`src/rtl/prbs_bit_source.sv`:
```
// rtl/prbs_bit_source.sv - selectable-polynomial PRBS bit source; define PRBS_ERR_INJECT_EN for single-bit error injection
module prbs_bit_source #(
    parameter int PERIOD_W = 32
) (
    input  logic                dac_clk,
    input  logic                reset_n,
    input  logic                enable,
    input  logic [2:0]          poly_sel,
    input  logic [30:0]         seed,
    input  logic                seed_load,
    input  logic [PERIOD_W-1:0] bit_period,
    input  logic                inject_err,
    output logic                prbs_bit_out,
    output logic                bit_strobe,
    output logic                seq_sync,
    output logic                running
);

    typedef enum logic [1:0] {
        IDLE = 2'd0,
        LOAD = 2'd1,
        RUN  = 2'd2
    } state_t;

    localparam logic [PERIOD_W-1:0] CNT_ONE = PERIOD_W'(1);

    state_t              state;
    state_t              state_next;
    logic [2:0]          poly_q;
    logic [30:0]         lfsr;
    logic [30:0]         seed_q;
    logic [PERIOD_W-1:0] cnt;
    logic [PERIOD_W-1:0] cnt_term;
    logic [4:0]          n_load;
    logic [4:0]          n_run;
    logic [4:0]          t_run;
    logic [30:0]         mask_load;
    logic [30:0]         mask_run;
    logic [30:0]         seed_masked;
    logic [30:0]         seed_eff;
    logic [30:0]         lfsr_next;
    logic                fb;
    logic                advance;
    logic                err_pend;

    // Register length N for a polynomial select; unused codes fall back to PRBS7.
    function automatic logic [4:0] poly_len(input logic [2:0] p);
        case (p)
            3'd1:    return 5'd9;
            3'd2:    return 5'd15;
            3'd3:    return 5'd23;
            3'd4:    return 5'd31;
            default: return 5'd7;
        endcase
    endfunction

    // Second feedback tap T for a polynomial select.
    function automatic logic [4:0] poly_tap(input logic [2:0] p);
        case (p)
            3'd1:    return 5'd5;
            3'd2:    return 5'd14;
            3'd3:    return 5'd18;
            3'd4:    return 5'd28;
            default: return 5'd6;
        endcase
    endfunction

    // Low-N-bits mask so every register bit above the active length stays zero.
    function automatic logic [30:0] len_mask(input logic [4:0] n);
        logic [31:0] m;
        m = (32'd1 << n) - 32'd1;
        return m[30:0];
    endfunction

    assign n_load      = poly_len(poly_sel);
    assign mask_load   = len_mask(n_load);
    assign seed_masked = seed & mask_load;
    // An all-zero seed would lock the LFSR, so substitute all-ones.
    assign seed_eff    = (seed_masked == '0) ? mask_load : seed_masked;

    assign n_run     = poly_len(poly_q);
    assign t_run     = poly_tap(poly_q);
    assign mask_run  = len_mask(n_run);
    assign fb        = lfsr[n_run - 5'd1] ^ lfsr[t_run - 5'd1];
    assign lfsr_next = {lfsr[29:0], fb} & mask_run;

    // A zero period behaves as one cycle per bit.
    assign cnt_term = (bit_period == '0) ? '0 : (bit_period - CNT_ONE);
    assign advance  = (state == RUN) && (cnt == cnt_term);
    assign running  = (state == RUN);

    // State register.
    always_ff @(posedge dac_clk or negedge reset_n) begin
        if (!reset_n) begin
            state <= IDLE;
        end else begin
            state <= state_next;
        end
    end

    // Next-state logic; dropping enable takes priority over a reload request.
    always_comb begin
        state_next = state;
        case (state)
            IDLE: begin
                if (enable) begin
                    state_next = LOAD;
                end
            end
            LOAD: begin
                state_next = RUN;
            end
            RUN: begin
                if (!enable) begin
                    state_next = IDLE;
                end else if (seed_load) begin
                    state_next = LOAD;
                end
            end
            default: begin
                state_next = IDLE;
            end
        endcase
    end

    // LFSR, bit-period counter and registered outputs; the output bit holds outside advances.
    always_ff @(posedge dac_clk or negedge reset_n) begin
        if (!reset_n) begin
            poly_q       <= 3'd0;
            lfsr         <= '1;
            seed_q       <= '1;
            cnt          <= '0;
            prbs_bit_out <= 1'b0;
            bit_strobe   <= 1'b0;
            seq_sync     <= 1'b0;
        end else begin
            bit_strobe <= 1'b0;
            seq_sync   <= 1'b0;
            case (state)
                LOAD: begin
                    poly_q <= poly_sel;
                    lfsr   <= seed_eff;
                    seed_q <= seed_eff;
                    cnt    <= '0;
                end
                RUN: begin
                    if (advance) begin
                        lfsr         <= lfsr_next;
                        prbs_bit_out <= fb ^ err_pend;
                        bit_strobe   <= 1'b1;
                        seq_sync     <= (lfsr_next == seed_q);
                        cnt          <= '0;
                    end else begin
                        cnt <= cnt + CNT_ONE;
                    end
                end
                default: begin
                end
            endcase
        end
    end

`ifdef PRBS_ERR_INJECT_EN
    // Pending-error flag: a pulse coinciding with an advance is kept for the following bit.
    always_ff @(posedge dac_clk or negedge reset_n) begin
        if (!reset_n) begin
            err_pend <= 1'b0;
        end else if (state == LOAD) begin
            err_pend <= 1'b0;
        end else if (advance) begin
            err_pend <= inject_err;
        end else if (inject_err) begin
            err_pend <= 1'b1;
        end
    end
`else
    logic unused_inject_err;
    assign unused_inject_err = inject_err;
    assign err_pend          = 1'b0;
`endif

endmodule

```
`config.mk`:
```
export PLATFORM = sky130hd
export DESIGN_NAME = prbs_bit_source
export DESIGN_NICKNAME = d
export VERILOG_FILES = /design/src/rtl/prbs_bit_source.sv
export SDC_FILE = /design/constraint.sdc
export NUM_CORES = 1
export LEC_CHECK = 0
export CORE_MARGIN = 2
export CORE_UTILIZATION = 38
export DETAILED_ROUTE_END_ITERATION = 8
export GPL_ROUTABILITY_DRIVEN = 0
export PLACE_DENSITY_LB_ADDON = 0.08
export SYNTH_ARGS = -nofsm -noshare
export SYNTH_HDL_FRONTEND = slang
export SYNTH_SLANG_ARGS = --single-unit
```
`constraint.sdc`:
```
create_clock -name dac_clk -period 3.55 [get_ports dac_clk]
set_input_delay 1.065 -clock dac_clk [delete_from_list [all_inputs] [get_ports dac_clk]]
set_output_delay 1.065 -clock dac_clk [all_outputs]
set_load 0.1 [all_outputs]
```
==> results by group, run 1 <==
Detailed routing
  – DRT Pass-1 Iters: 5
  – Vias per inst: 5.58
  – Number of DRC markers in iteration 0: 625
  – DRT Wirelength: 26400 um
  – DRC Markers: 0
  – DR vias: 7801
  – Wire per inst: 18.9 um
  – Final antenna-violating net count: 0

CTS
  – # hold bufs at CTS: 0
  – CTS Buf Count: 9
  – Root buffer cell: clkbuf_16
  – H-tree levels: 3
  – Worst skew pair latency: 0.36 ns
  – Max clock buf depth: 2
  – Clock Pin Slew Worst Setup and Hold Paths: 0.07 ns
  – TritonCTS clock tree: built
  – CTS Sinks: 102

Floorplanning
  – Die ar.: 22100 um^2
  – CORE AREA: 20400 um^2
  – Chip Width: 149 um
  – DIE HEIGHT: 149 um
  – FP Rows: 52
  – Boundary Pins: 75
  – Starting density of the core: 39.0%

Final layout
  – # nets final: 1202
  – Layout cell share with drive strength beyond 1: 40.0%
  – Layout Utilization: 56.2%
  – Area grow syn2layout: 44.0%
  – ANT cells: 0

Logic synthesis
  – EDFF count, synth: 0
  – Synth cell count leaders: nor2_1 (86), dfstp_2 (62), xnor2_1 (52), nand2_1 (48), inv_1 (46)
  – Most common cell in the netlist: nor2_1
  – YS warnings: 0
  – Netlist cell types: 79
  – Top FF cell, synth: dfstp_2
  – Top cell type's share of synthesized area: 20.5%
  – Synthesized area: 7950 um^2
  – Area leader, netlist: dfstp_2
  – #FFs+latches synth: 102
  – Seq/Total Area, Yosys: 33.1%
  – Ys async rst share: 100%
  – Syn Area/Cell: 8.96 um^2
  – Synth top area cells: dfstp_2 (20%), dfrtp_1 (13%), xnor2_1 (5.7%)
  – Mapped Cells: 887

STA
  – Hold Violations, Final: 0
  – Hold slack: 0.478 ns
  – Finish-stage setup viols: 65
  – Final setup margin: -0.635 ns
  – Fmax: 0.239 GHz
  – Tmin final: 4.19 ns
  – RSZ-0062 raised after global routing: yes
  – Final Skew: 0.0120 ns
  – Transition time of the tightest slew-check pin: 0.648 ns
  – Final period util: 118%
  – Max transition margin: 56.8%
  – Final Slew Violations: 0

Global route
  – First-pass GRT wire length: 42000 um
  – Largest net degree at the start of global routing: 57
  – Antenna violations before repair: 0
  – All-Layer GR Usage: 24.2%
  – Vias in the first global route: 7618
  – Global route overflow: 0

Setup path
  – Crit path kind: input port to register
  – Crit path buffers/inverters: 5
  – Worst path required time: 3.78 ns
  – Crit path cell chain: buf_8 > buf_6 > or4_4 > nor3_4 > xnor2_2 > buf_4 > a22o_1 > a211o_1 > or4_1 > or4_4 > nor4b_4 > buf_4 > buf_12 > nor3_1
  – Worst setup SP type: input port
  – Worst-path maximum fanout: 6
  – Critical Path Max Stage Delay: 0.54 ns
  – CP delay by family, top: simple AND/OR/NAND/NOR gates
  – Worst Setup End Kind: register
  – CP Data Arrival Time: 4.41 ns
  – Slowest stage cell, crit path: or4_4

Job
  – Max_cap viols: 0

Run status
  – Status: complete, but fails checks
  – Failing checks: setup timing

Placed design
  – Place WS: -1.39 ns
  – Port Buffers: 73
  – Dpl hpwl: 18900 um

Pwr
  – VDD IR max: 293 uV
  – Lkg Pwr: 4.62 nW
  – Tot Pwr: 6.38 mW
  – Power per cell area: 558 nW/um^2

Min path
  – Worst hold path class: register to register
==> flip-flops by register name (all words and copies together) (netlist names) <==
register	count
lfsr	31
seed_q	31
poly_q	3
cnt	32
bit_strobe	1
seq_sync	1
prbs_bit_out	1
state	2
==> worst register-to-register path, cell delays in order (launching register included) <==
cell     delay [ns]
dfrtp_1        0.47
nor2_1         0.18
and2_1         0.17
inv_1          0.08
ha_1           0.56
mux4_2         0.43
mux4_2         0.48
xnor2_1        0.15
nor2_1         0.06
a21oi_1        0.45
xnor2_1        0.18
and3_4         0.20
==> placed cells by master, fill, tap and decap left out, types with 10 or more instances in the layout <==
cell type        instances
mux2_4                  30
mux2i_1                 28
o2bb2ai_1               12
buf_6                   31
xor2_1                  29
nand2_1                 48
o22ai_1                 12
o21ai_0                 42
nor3_2                  30
xnor2_1                 50
nor2_1                  80
clkdlybuf4s50_1         36
dfrtp_1                 40
clkbuf_16               10
nand3_1                 41
mux2_2                  10
nor4_1                  12
dfstp_2                 62
inv_1                   44
nand4_1                 16
nor3_1                  17
buf_4                  166
a21oi_1                 28
==> stage by stage <==
stage,cells,area [um^2],TNS [ns]
after floorplan,888,7990,-33.62
after global placement,1325,9980,-79.91
after detailed placement,1325,9980,-81.45
after CTS,1390,11200,-28.38
after global routing,1397,11400,-36.30
final,1397,11400,-30.71
==> metal layers <==
| metal | wire length, um | track usage (%) | vias to the layer above |
|---|---|---|---|
| met4 | 337 | 4.76 | 0 |
| met1 | 12700 | 35.6 | 3825 |
| met5 | 0 | 0 | - |
| met2 | 12000 | 38.0 | 213 |
| li1 | - | - | 3734 |
| met3 | 1290 | 3.37 | 29 |
==> path summary, 6_finish.rpt <==
kind	from	end	slack, ns	depth (start not counted)
worst max-delay path	bit_period[5]	cnt[31]	-0.64	14
worst min-delay path	seed_q[18]	seed_q[18]	0.48	2
worst max register to register	poly_q[2]	seq_sync	0.08	11
worst min register to register	seed_q[18]	seed_q[18]	0.48	2
max in group asynchronous	reset_n	seed_q[1]	2.03	2
min in group asynchronous	reset_n	state[1]	0.73	1
==> cell families (layout without fill, tap and decap cells) <==
group	Yosys count	after routing	synth area share (%)
simple gates	345	345	24.9
flops	102	102	33.1
mux	76	76	11.5
buf+inv	96	335	4.90
compound gates	174	174	14.9
xor+xnor	84	84	9.26
fa+ha+maj	9	9	1.42
other cells	1	2	0.0472
==> cell type report <==
class | count | area, um^2
clock buffers | 9 | 225
clock inverters | 7 | 72.6
fillers | 1818 | 8920
inverters | 46 | 173
multi-input cells | 690 | 5550
flip-flops and latches | 102 | 2630
well taps | 270 | 338
repair buffers | 273 | 2450
==> report_power, final <==
group          internal (mW)  switching (mW)  total, mW
Combinational           1.54            1.66       3.20
Clock                  0.549           0.487       1.04
Sequential              1.73           0.413       2.14
==> repair_timing <==
item,CTS,global route
setup endpoints to repair,66,66
pin swaps,53,22
gates cloned,4,1
resized for setup,186,53
setup buffers,45,10
(Power assumes the default switching activity.)
==> inputs of run 2 (changes only) <==
Settings changed: CORE_UTILIZATION 38 to 35.
==> run 2 against run 1 <==
The flow still finishes with violations (setup timing); clock power is essentially flat; first-iteration DRC count shrank 43%; setup slack gained 0.11 ns; global-route usage shrank 2.0 points; clock skew grew 0.0030 ns; sequential power is essentially flat; die area grew 8.3%; count of clock-buffer cells in the layout is the same; critical path depth is the same; sequential share of layout area grew 0.23 points; combinational power is essentially flat; power shrank 0.13%; largest cell class unchanged; highest routed layer unchanged.
==> results by group, run 2 (synthesis gave the netlist of run 1 again) <==
Run status
  – Status: complete, but fails checks
  – Failing checks: setup timing

STA
  – Fmax: 0.246 GHz (+2.8%)
  – Final setup margin: -0.523 ns (+0.112 ns)
  – Final Skew: 0.0150 ns (+0.00295 ns)
  – Final Slew Violations: 0 (unchanged)
  – RSZ-0062 raised after global routing: yes
  – Hold Violations, Final: 0 (unchanged)
  – Max transition margin: 61.1% (+4.3 points)
  – Hold slack: 0.476 ns (-0.00242 ns)
  – Tmin final: 4.07 ns (-0.112 ns)
  – Sum Neg Setup Slack: -28.71 ns (+2.01 ns)
  – Final period util: 115% (-3.2 points)
  – Transition time of the tightest slew-check pin: 0.583 ns (-0.0652 ns)
  – Finish-stage setup viols: 65 (unchanged)

Pwr
  – Power per cell area: 562 nW/um^2 (+0.85%)
  – Lkg Pwr: 4.50 nW (-2.5%)
  – VDD IR max: 318 uV (+8.6%)
  – Tot Pwr: 6.37 mW (-0.13%)

Setup path
  – Worst-path maximum fanout: 8 (+2)
  – Worst path depth: 14 (unchanged)
  – Crit path cell chain: buf_8 > nor4_4 > buf_4 > buf_6 > nand4_1 > xor2_2 > a222oi_1 > nand4_1 > or4b_4 > nor4b_4 > a32oi_4 > buf_6 > buf_16 > mux2_4
  – Reg2reg setup slack: 0.09 ns (about the same)
  – Worst setup path endpoint: lfsr[26]
  – Worst flop-to-flop path startpoint: poly_q[2]
  – Worst Setup End Kind: register
  – CP delay by family, top: simple AND/OR/NAND/NOR gates
  – Critical Path Max Stage Delay: 0.60 ns (+0.06 ns)
  – R2r worst-path depth: 11 (unchanged)
  – Crit path kind: input port to register
  – Crit path buffers/inverters: 5 (unchanged)
  – Worst path required time: 3.84 ns (+0.06 ns)
  – Reg2Reg Capture Point: seq_sync
  – Worst setup SP type: input port
  – Slowest stage cell, crit path: or4b_4
  – CP Data Arrival Time: 4.36 ns (-0.05 ns)
  – Worst Setup SP: bit_period[2]

Final layout
  – ANT cells: 0 (unchanged)
  – Leading cell type in the layout, fill and taps excluded: buf_4
  – Layout cell share with drive strength beyond 1: 39.1% (-0.96 points)
  – Commonest non-fill, non-tap cells in the layout: buf_4 (163), nor2_1 (81), dfstp_2 (62), xnor2_1 (52), nand2_1 (48)
  – Fin area: 11300 um^2 (-0.97%)
  – Largest registers: cnt: 32 flops, lfsr: 31 flops, seed_q: 31 flops
  – Reg with most FFs: cnt
  – Layout Utilization: 50.5% (-5.7 points)
  – Non-Filler Instances: 1409 (+0.86%)
  – # nets final: 1199 (-0.25%)
  – Area grow syn2layout: 42.6%
  – Largest register FFs: 32 (unchanged)

Detailed routing
  – DRT Pass-1 Iters: 7 (+2)
  – DRC Markers: 0 (unchanged)
  – Number of DRC markers in iteration 0: 354 (-43%)
  – Final antenna-violating net count: 0 (unchanged)
  – DRT Wirelength: 25800 um (-2.1%)
  – Vias per inst: 5.44 (-2.6%)
  – DR vias: 7662 (-1.8%)
  – Wire per inst: 18.3 um (-3.0%)

Floorplanning
  – Chip Width: 155 um (+4.1%)
  – Starting density of the core: 35.4% (-3.6 points)
  – CORE AREA: 22400 um^2 (+10%)
  – DIE HEIGHT: 155 um (+4.1%)
  – Die ar.: 23900 um^2 (+8.3%)
  – Boundary Pins: 75 (unchanged)
  – FP Rows: 55 (+5.8%)

Placed design
  – Inst Count DP: 1346 (+1.6%)
  – Place WS: -1.41 ns (-0.0191 ns)
  – Port Buffers: 73 (unchanged)
  – Dpl hpwl: 19300 um (+1.8%)
  – Placement Cell Area: 10000 um^2 (+0.64%)

Job
  – Max_cap viols: 0 (unchanged)

Global route
  – All-Layer GR Usage: 22.2% (-2.0 points)
  – Largest net degree at the start of global routing: 63 (+11%)
  – First-pass GRT wire length: 42100 um (+0.15%)
  – Antenna violations before repair: 0 (unchanged)
  – M1 GR Usage: 29.1% (-6.5 points)
  – Met3 Use GR: 3.39% (+0.016 points)
  – Global route overflow: 0 (unchanged)
  – M2 GR Usage: 37.6% (-0.40 points)
  – Vias in the first global route: 7715 (+1.3%)
  – Busiest grt layer: met2

Min path
  – Worst hold path class: register to register

CTS
  – CTS Buf Count: 9 (unchanged)
  – Max clock buf depth: 2 (unchanged)
  – Worst skew pair latency: 0.36 ns (about the same)
  – H-tree levels: 3 (unchanged)
  – TritonCTS clock tree: built
  – CTS Sinks: 102 (unchanged)
  – # hold bufs at CTS: 0 (unchanged)
  – Clock Pin Slew Worst Setup and Hold Paths: 0.08 ns (about the same)
  – Root buffer cell: clkbuf_16
## run 2: final cells by class
type                    count  area, um^2
fillers                  2158       11100
multi-input cells         690        5420
flip-flops and latches    102        2630
repair buffers            270        2440
well taps                 285         357
clock buffers               9         225
inverters                  46         173
clock inverters             7        86.3
## run 2: report_power, final
| part | internal, mW | switching (mW) |
|---|---|---|
| Combinational | 1.55 | 1.66 |
| Sequential | 1.73 | 0.402 |
| Clock | 0.508 | 0.520 |
## run 2: timing repair
| item | CTS | global route |
|---|---|---|
| gates resized for setup | 206 | 21 |
| gates cloned | 5 | 0 |
| pin swaps | 75 | 11 |
| buffers inserted | 41 | 1 |
| setup endpoints to repair | 66 | 66 |
## run 2: how the worst min path moves through the flow
stage | from | endpoint | slack, ns | cells after the start
after floorplan | seed_q[26] | seed_q[26] | 0.45 | 2
after global routing | seed_q[20] | seed_q[20] | 0.50 | 2
final | seed_q[24] | seed_q[24] | 0.48 | 2
after detailed placement | seed_q[10] | seed_q[10] | 0.47 | 2
after CTS | seed_q[10] | seed_q[10] | 0.48 | 2
after global placement | seed_q[10] | seed_q[10] | 0.46 | 2
## run 2: routing by layer
| layer | up-vias | part of all wire [%] |
|---|---|---|
| met5 | - | 0 |
| met4 | 0 | 2.7 |
| met3 | 40 | 4.1 |
| met2 | 168 | 48 |
| met1 | 3721 | 45 |
| li1 | 3733 | - |
## run 2: worst register-to-register path: cells and delay by family, from the launching register on
family | cells | cell delay, ns
buf+inv | 1 | 0.08
xor+xnor | 2 | 0.42
simple gates | 4 | 0.61
compound gates | 1 | 0.45
fa+ha+maj | 1 | 0.55
mux | 2 | 0.90
flops | 1 | 0.41
